**config.mk**
```make
export PLATFORM = sky130hd
export DESIGN_NAME = inv_key_sched
export DESIGN_NICKNAME = d
export VERILOG_FILES = /design/src/rtl/aes_pkg.sv /design/src/rtl/aes_g_word.sv /design/src/rtl/inv_key_sched.sv
export SDC_FILE = /design/constraint.sdc
export NUM_CORES = 2
export LEC_CHECK = 0
export CAP_MARGIN = 20
export CORE_ASPECT_RATIO = 1.5
export CORE_MARGIN = 2
export CORE_UTILIZATION = 25
export DETAILED_ROUTE_END_ITERATION = 10
export GPL_TIMING_DRIVEN = 0
export PLACE_DENSITY = 0.53
export SLEW_MARGIN = 20
export SYNTH_ARGS = -nofsm -noshare
export SYNTH_HDL_FRONTEND = slang
export SYNTH_SLANG_ARGS = --single-unit
```
**constraint.sdc**
```tcl
create_clock -name clk -period 5.3 [get_ports clk]
set_clock_uncertainty 0.15 [all_clocks]
set_input_delay 1.06 -clock clk [delete_from_list [all_inputs] [get_ports clk]]
set_output_delay 1.06 -clock clk [all_outputs]
set_load 0.02 [all_outputs]
```
**src/rtl/aes_pkg.sv**
```systemverilog
// Shared AES-128 constants and types for the key-schedule blocks.
// Holds the forward S-box, the round-constant table and the scheduler state encoding.
package aes_pkg;

  typedef logic [31:0]  word_t;
  typedef logic [127:0] key_t;

  typedef enum logic [1:0] {
    IDLE = 2'd0,
    FWD  = 2'd1,
    EMIT = 2'd2
  } ksched_state_t;

  localparam logic [0:255][7:0] SBOX = {
    8'h63, 8'h7c, 8'h77, 8'h7b, 8'hf2, 8'h6b, 8'h6f, 8'hc5, 8'h30, 8'h01, 8'h67, 8'h2b, 8'hfe, 8'hd7, 8'hab, 8'h76,
    8'hca, 8'h82, 8'hc9, 8'h7d, 8'hfa, 8'h59, 8'h47, 8'hf0, 8'had, 8'hd4, 8'ha2, 8'haf, 8'h9c, 8'ha4, 8'h72, 8'hc0,
    8'hb7, 8'hfd, 8'h93, 8'h26, 8'h36, 8'h3f, 8'hf7, 8'hcc, 8'h34, 8'ha5, 8'he5, 8'hf1, 8'h71, 8'hd8, 8'h31, 8'h15,
    8'h04, 8'hc7, 8'h23, 8'hc3, 8'h18, 8'h96, 8'h05, 8'h9a, 8'h07, 8'h12, 8'h80, 8'he2, 8'heb, 8'h27, 8'hb2, 8'h75,
    8'h09, 8'h83, 8'h2c, 8'h1a, 8'h1b, 8'h6e, 8'h5a, 8'ha0, 8'h52, 8'h3b, 8'hd6, 8'hb3, 8'h29, 8'he3, 8'h2f, 8'h84,
    8'h53, 8'hd1, 8'h00, 8'hed, 8'h20, 8'hfc, 8'hb1, 8'h5b, 8'h6a, 8'hcb, 8'hbe, 8'h39, 8'h4a, 8'h4c, 8'h58, 8'hcf,
    8'hd0, 8'hef, 8'haa, 8'hfb, 8'h43, 8'h4d, 8'h33, 8'h85, 8'h45, 8'hf9, 8'h02, 8'h7f, 8'h50, 8'h3c, 8'h9f, 8'ha8,
    8'h51, 8'ha3, 8'h40, 8'h8f, 8'h92, 8'h9d, 8'h38, 8'hf5, 8'hbc, 8'hb6, 8'hda, 8'h21, 8'h10, 8'hff, 8'hf3, 8'hd2,
    8'hcd, 8'h0c, 8'h13, 8'hec, 8'h5f, 8'h97, 8'h44, 8'h17, 8'hc4, 8'ha7, 8'h7e, 8'h3d, 8'h64, 8'h5d, 8'h19, 8'h73,
    8'h60, 8'h81, 8'h4f, 8'hdc, 8'h22, 8'h2a, 8'h90, 8'h88, 8'h46, 8'hee, 8'hb8, 8'h14, 8'hde, 8'h5e, 8'h0b, 8'hdb,
    8'he0, 8'h32, 8'h3a, 8'h0a, 8'h49, 8'h06, 8'h24, 8'h5c, 8'hc2, 8'hd3, 8'hac, 8'h62, 8'h91, 8'h95, 8'he4, 8'h79,
    8'he7, 8'hc8, 8'h37, 8'h6d, 8'h8d, 8'hd5, 8'h4e, 8'ha9, 8'h6c, 8'h56, 8'hf4, 8'hea, 8'h65, 8'h7a, 8'hae, 8'h08,
    8'hba, 8'h78, 8'h25, 8'h2e, 8'h1c, 8'ha6, 8'hb4, 8'hc6, 8'he8, 8'hdd, 8'h74, 8'h1f, 8'h4b, 8'hbd, 8'h8b, 8'h8a,
    8'h70, 8'h3e, 8'hb5, 8'h66, 8'h48, 8'h03, 8'hf6, 8'h0e, 8'h61, 8'h35, 8'h57, 8'hb9, 8'h86, 8'hc1, 8'h1d, 8'h9e,
    8'he1, 8'hf8, 8'h98, 8'h11, 8'h69, 8'hd9, 8'h8e, 8'h94, 8'h9b, 8'h1e, 8'h87, 8'he9, 8'hce, 8'h55, 8'h28, 8'hdf,
    8'h8c, 8'ha1, 8'h89, 8'h0d, 8'hbf, 8'he6, 8'h42, 8'h68, 8'h41, 8'h99, 8'h2d, 8'h0f, 8'hb0, 8'h54, 8'hbb, 8'h16
  };

  localparam logic [1:10][7:0] RCON = {
    8'h01, 8'h02, 8'h04, 8'h08, 8'h10, 8'h20, 8'h40, 8'h80, 8'h1b, 8'h36
  };

  // Round constant lookup; indices outside 1..10 contribute nothing.
  function automatic logic [7:0] rcon_of(input logic [3:0] rnd);
    logic [7:0] rc;
    if ((rnd >= 4'd1) && (rnd <= 4'd10)) begin
      rc = RCON[rnd];
    end else begin
      rc = 8'h00;
    end
    return rc;
  endfunction

endpackage

```
**src/rtl/aes_g_word.sv**
```systemverilog
// Key-expansion G function: SubWord(RotWord(w)) with the round constant folded into the top byte.
module aes_g_word
  import aes_pkg::*;
(
  input  word_t      w,
  input  logic [3:0] rnd,
  output word_t      g
);

  word_t rot_s;

  // Rotate left by one byte, substitute each byte, then add Rcon to the leading byte.
  always_comb begin
    rot_s = {w[23:0], w[31:24]};
    g     = {SBOX[rot_s[31:24]] ^ rcon_of(rnd),
             SBOX[rot_s[23:16]],
             SBOX[rot_s[15:8]],
             SBOX[rot_s[7:0]]};
  end

endmodule

```
**src/rtl/inv_key_sched.sv**
```systemverilog
// Sequential AES-128 decryption key scheduler: expands forward to round 10, then
// walks the schedule backwards, presenting round keys 10..0 over a valid/ready handshake.
module inv_key_sched
  import aes_pkg::*;
#(
  parameter int unsigned NR = 10
) (
  input  logic         clk,
  input  logic         rst,
  input  logic         start,
  input  logic [127:0] key_in,
  input  logic         key_ready,
  output logic         key_valid,
  output logic [127:0] key_out,
  output logic [3:0]   round_out,
  output logic         busy,
  output logic         done
);

  localparam logic [3:0] LAST_RND = 4'(NR);

  ksched_state_t state_r;
  key_t          key_r;
  logic [3:0]    rnd_r;

  word_t w3p_s;
  word_t g_in_s;
  word_t g_s;
  key_t  fwd_s;
  key_t  inv_s;

  function automatic key_t fwd(input key_t k, input word_t g);
    word_t w0, w1, w2, w3;
    w0 = k[127:96] ^ g;
    w1 = k[95:64]  ^ w0;
    w2 = k[63:32]  ^ w1;
    w3 = k[31:0]   ^ w2;
    return {w0, w1, w2, w3};
  endfunction

  // g must already be G(W3 ^ W2, rnd) of the key being rolled back.
  function automatic key_t inv(input key_t k, input word_t g);
    word_t w0p, w1p, w2p, w3p;
    w3p = k[31:0]   ^ k[63:32];
    w2p = k[63:32]  ^ k[95:64];
    w1p = k[95:64]  ^ k[127:96];
    w0p = k[127:96] ^ g;
    return {w0p, w1p, w2p, w3p};
  endfunction

  assign w3p_s = key_r[31:0] ^ key_r[63:32];

  // Single G instance: forward steps feed W3, backward steps feed the recovered W3.
  always_comb begin
    if (state_r == EMIT) begin
      g_in_s = w3p_s;
    end else begin
      g_in_s = key_r[31:0];
    end
    fwd_s = fwd(key_r, g_s);
    inv_s = inv(key_r, g_s);
  end

  aes_g_word u_g_word (
    .w   (g_in_s),
    .rnd (rnd_r),
    .g   (g_s)
  );

  // Scheduler FSM with registered handshake and status outputs.
  always_ff @(posedge clk) begin
    if (rst) begin
      state_r   <= IDLE;
      key_r     <= 128'h0;
      rnd_r     <= 4'd0;
      key_valid <= 1'b0;
      key_out   <= 128'h0;
      round_out <= 4'd0;
      busy      <= 1'b0;
      done      <= 1'b0;
    end else begin
      done <= 1'b0;
      case (state_r)
        IDLE: begin
          if (start) begin
            key_r   <= key_in;
            rnd_r   <= 4'd1;
            state_r <= FWD;
            busy    <= 1'b1;
          end else begin
            busy <= 1'b0;
          end
        end
        FWD: begin
          key_r <= fwd_s;
          if (rnd_r == LAST_RND) begin
            state_r   <= EMIT;
            rnd_r     <= LAST_RND;
            key_valid <= 1'b1;
            key_out   <= fwd_s;
            round_out <= LAST_RND;
          end else begin
            rnd_r <= rnd_r + 4'd1;
          end
        end
        EMIT: begin
          if (key_ready) begin
            if (rnd_r != 4'd0) begin
              key_r     <= inv_s;
              key_out   <= inv_s;
              rnd_r     <= rnd_r - 4'd1;
              round_out <= rnd_r - 4'd1;
            end else begin
              state_r   <= IDLE;
              key_valid <= 1'b0;
              busy      <= 1'b0;
              done      <= 1'b1;
            end
          end else begin
            key_r <= key_r;
          end
        end
        default: begin
          state_r   <= IDLE;
          key_valid <= 1'b0;
          busy      <= 1'b0;
        end
      endcase
    end
  end

endmodule

```
### Word level (Yosys, flattened, before mapping)

Memory sizes are Yosys's and may differ from the RTL's.
Cells that the tools add are included.

| word-level totals | value |
|---|---|
| register bits | 269 |
| bits in read-only memories | 8,320 |
| memories kept | 5 |
| output and inout bits | 135 |

| operators by class | value |
|---|---|
| add/subtract/negate cells | 2 |
| reductions and logical operators | 11 |
| magnitude comparators | 7 |
| multiplexer cells | 37 |
| eq/ne operators | 8 |
| bitwise operators | 17 |

Memories:

| memory | depth | bits a word | rd ports | clocked after memory_dff | write ports | RTL line | text |
|---|---|---|---|---|---|---|---|
| (name not given) | 256 | 8 | 1 | 0 | 0 | aes_g_word.sv:18 | `SBOX[rot_s[7:0]]};` |
| (name not given) | 256 | 8 | 1 | 0 | 0 | aes_g_word.sv:16 | `SBOX[rot_s[23:16]],` |
| (name not given) | 256 | 8 | 1 | 0 | 0 | aes_g_word.sv:15 | `g = {SBOX[rot_s[31:24]] ^ rcon_of(rnd),` |
| (name not given) | 256 | 8 | 1 | 0 | 0 | aes_g_word.sv:17 | `SBOX[rot_s[15:8]],` |
| (name not given) | 16 | 8 | 1 | 0 | 0 | aes_pkg.sv:41 | `rc = RCON[rnd];` |

Operators with widths:

| cell | count |
|---|---|
| $mux 128 | 4 |
| $pmux 128 s3 | 1 |
| $pmux 128 s2 | 1 |
| $xor 32x32->32 | 7 |
| $mux 8 | 11 |
| $ge 9x9->1 const B | 4 |
| $not 8->9 | 4 |
| $mux 32 | 1 |
| $mux 4 | 5 |
| $reduce_and 4->1 | 4 |
| $pmux 4 s3 | 1 |
| $mux 2 | 4 |
| $ne 2x2->1 const B | 4 |
| $pmux 4 s2 | 1 |
| $xor 8x8->8 | 1 |
| $pmux 1 s3 | 2 |
| $pmux 2 s3 | 1 |
| $ge 5x5->1 const B | 1 |
| $mux 1 | 5 |
| $not 4->5 | 1 |
| $add 4x1->4 const B | 1 |
| $eq 4x4->1 const B | 1 |
| $ge 4x1->1 const B | 1 |
| $le 4x4->1 const B | 1 |
| 12 further kinds | 15 |

### Depth between registers and ports, before layout

| depth | value |
|---|---|
| depth after elaboration | 13 |
| mapped depth | 23 |
| gate-level depth less buffers | 17 |

### Modules after synthesis

From an unflattened synthesis, not the netlist that was laid out.

| second synthesis, totals | value |
|---|---|
| cell total of the unflattened synthesis | 4,243 |
| area, all modules | 29,704.7 um2 |

Modules (own cells, without submodules):

| module | area an instance (um2) | cells an instance | sequential area each (um2) | instances |
|---|---|---|---|---|
| inv_key_sched | 16,370.7 | 2,036 | 5,385.2 | 1 |
| aes_g_word | 13,334.0 | 2,207 | 0.0 | 1 |

### Worst setup path after synthesis

No wires, ideal clock.

| timing path | value |
|---|---|
| kind | reg2reg |
| from | register state_r[0] |
| to | register key_r[43] |
| library setup time | 0.132 ns |
| setup slack | 0.662 ns |
| required time | 5.018 ns |
| stages on the path, launching flop included | 22 |
| data arrival time | 4.356 ns |
| clock period less this slack | 4.638 ns |
| cells stage by stage | dfxtp_1 inv_1 ha_1 buf_6 buf_8 buf_6 a21bo_2 nand2_1 clkbuf_1 ha_1 clkbuf_1 clkinv_1 nor3_1 o21ai_0 o221ai_1 a221o_1 a32oi_1 a221oi_4 xnor2_2 mux2_2 a222oi_1 nor3_1 |

| on the way | value |
|---|---|
| word-level cells in the longest chain between the ends | 10 |
| elaborated cells on any way between the ends | 17 |
| classes of those cells | eq/ne (5); mux (4); bitwise (4); reduce/logical (3); memory (1) |

Ends and longest elaborated chain:

| what | RTL line | text |
|---|---|---|
| from (decl) | inv_key_sched.sv:22 | `ksched_state_t state_r;` |
| from (signal assigned) | inv_key_sched.sv:73 | `state_r <= IDLE;` |
| from (signal assigned) | inv_key_sched.sv:88 | `state_r <= FWD;` |
| from (signal assigned) | inv_key_sched.sv:97 | `state_r <= EMIT;` |
| $eq 2x2->1 | inv_key_sched.sv:55, inv_key_sched.sv:83 |  |
| $mux 32 | inv_key_sched.sv:55 | `if (state_r == EMIT) begin` |
| $not 8->9 (not written as such) | aes_g_word.sv:17 |  |
| $mem_v2 256x8 | n/a |  |
| $mux 8 (not written as such) (2 in a row) | aes_g_word.sv:17 |  |
| $xor 32x32->32 | inv_key_sched.sv:34 | `w0 = k[127:96] ^ g;` |
| $xor 32x32->32 | inv_key_sched.sv:35 | `w1 = k[95:64] ^ w0;` |
| $xor 32x32->32 | inv_key_sched.sv:36 | `w2 = k[63:32] ^ w1;` |
| $pmux 128 s3 | inv_key_sched.sv:83 | `case (state_r)` |
| to (signal assigned) | inv_key_sched.sv:86 | `key_r <= key_in;` |
| to (signal assigned) | inv_key_sched.sv:95 | `key_r <= fwd_s;` |
| to (signal assigned) | inv_key_sched.sv:109 | `key_r <= inv_s;` |
| to (decl) | inv_key_sched.sv:23 | `key_t key_r;` |

Parallel ways exist; a longest one is shown, timed or not. The select of a mux whose other input is x is not followed.
A chain may end at the register's enable or synchronous reset.

### Final worst setup path

| timing path | value |
|---|---|
| from | register state_r[0] |
| to | register key_r[83] |

| on the way | value |
|---|---|
| word-level cells in the longest chain between the ends | 9 |
| elaborated cells on any way between the ends | 16 |
| classes of those cells | eq/ne (5); mux (4); bitwise (3); reduce/logical (3); memory (1) |

Ends and longest elaborated chain:

| what | RTL line |
|---|---|
| $eq 2x2->1 | inv_key_sched.sv:55, inv_key_sched.sv:83 |
| $mux 32 | inv_key_sched.sv:55 |
| $not 8->9 (not written as such) | aes_g_word.sv:16 |
| $mem_v2 256x8 | n/a |
| $mux 8 (not written as such) (2 in a row) | aes_g_word.sv:16 |
| $xor 32x32->32 | inv_key_sched.sv:34 |
| $xor 32x32->32 | inv_key_sched.sv:35 |
| $pmux 128 s3 | inv_key_sched.sv:83 |

Parallel ways exist; a longest one is shown, timed or not. The select of a mux whose other input is x is not followed.

==> out/qor.yml <==
clock_network:
  holdBufCountCts: 0
  clockBufferDepth: 3
  cts_htree_levels: 2
  cts-buffers-inserted: 34
  tritoncts: "yes"
  clk_root_buffer_cell: "sky130_fd_sc_hd__clkbuf_16"
  cts.reportedPaths.clkPinSlew_ns: 0.07
  cts_sinks: 269
  clock_latency_ns: 0.59
synth:
  synth_enable_flop_cells: 0
  post_synth_instance_area_sq_um: 35500
  muxShareOfSynthArea_pct: 1.24
  synth_top_area_share_pct: 15.2
  yosys.area_share.simple_pct: 22.2
  postSynthAreaPerCell_sq_um: 7.11
  combinational_family_with_the_most_area_after_synthesis: "compound AO/OA/AOI/OAI gates"
  synthDominantAreaCellType: "sky130_fd_sc_hd__dfxtp_1"
  synth.cells.most_frequent: "407 x sky130_fd_sc_hd__nand2_1, 376 x sky130_fd_sc_hd__a21oi_1, 374 x sky130_fd_sc_hd__nor2_1, 374 x sky130_fd_sc_hd__o21ai_0, 292 x sky130_fd_sc_hd__clkbuf_1"
  synthDistinctLibCells: 141
  synth_compound_area_share_pct: 40.9
  synthFlopType: "sky130_fd_sc_hd__dfxtp_1"
  synth_seq_cells: 269
  synth-warning-count: 0
  post-synth-top-count-cell: "sky130_fd_sc_hd__nand2_1"
  mapped_nets: 5184
  yosys-top-cells-area: "sky130_fd_sc_hd__dfxtp_1 15%, sky130_fd_sc_hd__a21oi_1 5.3%, sky130_fd_sc_hd__o21ai_0 5.3%"
  post_synth_fa_ha_maj_area_fraction_pct: 2.19
  seq_area_frac_synth_pct: 15.2
  share_of_the_synthesized_netlist_area_taken_by_xor_and_xnor_gates_pct: 9.38
  synth_async_sr_flop_share_pct: 0
  synthCells: 4990
drt:
  drcViolationCount: 0
  detailedRoute.firstPassIterationCount: 7
  route.detailed.vias_per_inst: 7.04
  routedWlPerCell_microns: 46.0
  postRouteAntennaNets: 0
  num_vias: 51800
  iter_0_drt_violations: 8088
  routed_wirelength_mm: 339
place:
  dp_cells: 7147
  place_hpwl_mm: 255
  gp_congestion: 1.08
  placement.io_buffers: 265
  dpl-instance-area_sq_um: 40800
timing:
  timing_max_transition_violations_final: 0
  fmax_ghz: 0.184
  setup_tns_ns: -2.36
  worst_slack_ns: -0.148
  rsz0062_at_grt: "yes"
  finalCritPeriodShare_pct: 103
  measured_slew_at_the_worst_slew_check_pin_ns: 1.39
  hold_violations: 0
  setup_viol: 46
  timing.final.crit_period_ns: 5.45
  slew_headroom_pct: 7.09
floorplanning:
  width_of_the_die_microns: 311
  die_height_microns: 465
  rows: 169
  initial_cell_density_of_the_core_pct: 25.1
  floorplan.core_area_sq_um: 141000
  floorplan.io_pins: 267
  die-area_sq_um: 145000
setup_path:
  r2r_setup_slack_ns: -0.15
  timing.critical_path.fanout_max: 10
  timing.rr.end: "key_r[83]$_SDFFE_PP0P_"
  arrival_ns: 5.73
  critPathCaptureType: "register"
  r2r_cells: 18
  crit_path_start_kind: "register"
  critPathRequiredTime_ns: 5.58
  criticalPathCategory: "reg -> reg"
  worst_r2r_startpoint: "state_r[0]$_SDFFE_PP0P_"
global_routing:
  largest_net_degree_at_the_start_of_global_routing: 18
  global_route.overflow_total: 0
  grt_use_met1_pct: 49.7
  groute.usage.overall_pct: 44.5
  grt_antenna_before_repair: 37
  grt_first_pass_wirelength_mm: 447
  met3_usage_pct: 14.3
  top_usage_layer: "met2"
  first_global_vias: 48800
  globalRouteMet2Util_pct: 66.8
outcome:
  status: "complete, but fails checks"
  failed_checks: "negative setup slack"
layout:
  areaGrowthSynthToFinish_pct: 32.1
  fillCellCount: 15300
  layout-drive-gt1-share_pct: 19.8
  finish.instance_area_sq_um: 46800
  layout_net_count: 5643
  layout.area.seq_sq_um: 5390
  multi_input_area_sq_um: 29800
  final_cell_count_no_fill: 7364
job:
  drv_cap: 0
hold_path:
  hold_path_end: "key_out[99]$_SDFFE_PP0P_"
  hold_path_startpoint: "key_out[99]$_SDFFE_PP0P_"
  min-delay-path-class: "reg -> reg"
  hold-path-cell-count: 2
-- layer usage --
metal / vias to the layer above / share of wire, %
li1: 20100 / -
met1: 25300 / 35
met2: 4797 / 42
met3: 1657 / 12
met4: 30 / 12
met5: - / 0.057
-- kinds of logic (layout without fill, tap and decap cells) --
logic type	Yosys count	count (layout)
xor gates and xnor gates	332	332
AOI/OAI and AO/OA	2020	2020
adders and majority gates	62	62
muxes	40	40
DFF	269	269
other	0	10
buffers and inverters	656	1139
and+or+nand+nor	1611	1611
-- final cells by class --
cell class	count	area share (%)
Multi-Input combinational cell	4065	63.6
Sequential cell	269	11.5
Timing Repair Buffer	434	9.33
Buffer	559	7.28
Tap cell	1881	5.02
Clock buffer	47	2.05
Inverter	86	0.839
Clock inverter	13	0.296
Antenna cell	10	0.0534
-- cell usage in the layout (no fill, tap or decap), types with 35 or more instances in the layout --
| cell type | n |
|---|---|
| sky130_fd_sc_hd__xor2_1 | 123 |
| sky130_fd_sc_hd__buf_12 | 42 |
| sky130_fd_sc_hd__nor2_1 | 363 |
| sky130_fd_sc_hd__clkbuf_2 | 72 |
| sky130_fd_sc_hd__nand4_1 | 35 |
| sky130_fd_sc_hd__o21ai_0 | 338 |
| sky130_fd_sc_hd__o221ai_1 | 43 |
| sky130_fd_sc_hd__clkbuf_1 | 181 |
| sky130_fd_sc_hd__nand2_1 | 401 |
| sky130_fd_sc_hd__o22ai_1 | 76 |
| sky130_fd_sc_hd__buf_4 | 175 |
| sky130_fd_sc_hd__clkbuf_16 | 38 |
| sky130_fd_sc_hd__or3_1 | 35 |
| sky130_fd_sc_hd__o32ai_1 | 52 |
| sky130_fd_sc_hd__o211ai_1 | 102 |
| sky130_fd_sc_hd__buf_6 | 45 |
| sky130_fd_sc_hd__dfxtp_1 | 268 |
| sky130_fd_sc_hd__a31oi_1 | 73 |
| sky130_fd_sc_hd__ha_1 | 36 |
| sky130_fd_sc_hd__xnor2_1 | 128 |
| sky130_fd_sc_hd__o21a_1 | 35 |
| sky130_fd_sc_hd__nor3_1 | 199 |
| sky130_fd_sc_hd__a211oi_1 | 106 |
| sky130_fd_sc_hd__a221oi_1 | 71 |
| sky130_fd_sc_hd__o21ai_1 | 51 |
| sky130_fd_sc_hd__nand3_1 | 201 |
| sky130_fd_sc_hd__a21oi_1 | 355 |
| sky130_fd_sc_hd__nand2b_1 | 56 |
| sky130_fd_sc_hd__buf_2 | 147 |
| sky130_fd_sc_hd__inv_1 | 56 |
| sky130_fd_sc_hd__nor4_1 | 39 |
| sky130_fd_sc_hd__clkdlybuf4s50_1 | 265 |
| sky130_fd_sc_hd__a22oi_1 | 39 |
-- stage by stage --
step | worst slack, ns | hold WS, ns | util, %
after floorplan | 0.662 | 0.317 | -
after global placement | -4.37 | 0.293 | 28.7
after detailed placement | -3.40 | 0.294 | 28.9
after CTS | -0.0252 | 0.308 | 32.3
after global routing | -0.152 | 0.326 | 33.2
final | -0.148 | 0.301 | 33.2
-- registers in the layout, summed over array words and instances (netlist names) --
name and flops:
done 1, busy 1, key_valid 1, round_out 4, key_r 128, rnd_r 4
key_out 128, state_r 2
-- worst max-delay path, stage by stage, from the launching register on --
cell,delay [ns]
sky130_fd_sc_hd__dfxtp_2,0.35
sky130_fd_sc_hd__inv_2,0.06
sky130_fd_sc_hd__ha_4,0.21
sky130_fd_sc_hd__buf_12,0.18
sky130_fd_sc_hd__buf_16,0.17
sky130_fd_sc_hd__buf_12,0.15
sky130_fd_sc_hd__buf_4,0.13
sky130_fd_sc_hd__buf_6,0.17
sky130_fd_sc_hd__buf_6,0.22
sky130_fd_sc_hd__buf_4,0.25
sky130_fd_sc_hd__a211oi_1,0.79
sky130_fd_sc_hd__o21ai_0,0.46
sky130_fd_sc_hd__nand3_1,0.25
sky130_fd_sc_hd__a311oi_4,0.20
sky130_fd_sc_hd__o31ai_4,0.47
sky130_fd_sc_hd__xor2_4,0.36
sky130_fd_sc_hd__inv_1,0.24
sky130_fd_sc_hd__a221oi_1,0.38
sky130_fd_sc_hd__nor4_1,0.08
-- how the worst max path moves through the flow --
| stage | slack (ns) | end | startpoint | depth (start not counted) |
|---|---|---|---|---|
| 6_report | -0.15 | key_r[83]$_SDFFE_PP0P_ | state_r[0]$_SDFFE_PP0P_ | 18 |
| 3_5_place_dp | -3.40 | key_r[21]$_SDFFE_PP0P_ | state_r[0]$_SDFFE_PP0P_ | 20 |
| 5_1_grt | -0.15 | key_out[25]$_SDFFE_PP0P_ | state_r[0]$_SDFFE_PP0P_ | 21 |
| 2_1_floorplan | 0.66 | key_r[43]$_SDFFE_PP0P_ | state_r[0]$_SDFFE_PP0P_ | 21 |
| 4_1_cts | -0.03 | key_r[12]$_SDFFE_PP0P_ | state_r[0]$_SDFFE_PP0P_ | 23 |
| 3_3_place_gp | -4.37 | key_r[48]$_SDFFE_PP0P_ | state_r[0]$_SDFFE_PP0P_ | 18 |
-- what timing repair did --
item | 4_1_cts | 5_1_grt
setup endpoints to repair | 268 | 160
resized for setup | 553 | 174
cloned | 0 | 0
pin swaps | 92 | 68
setup buffers | 112 | 44
Power is not shown: default switching activity piles up to over one toggle a cycle in this logic, so the estimate is an artifact.
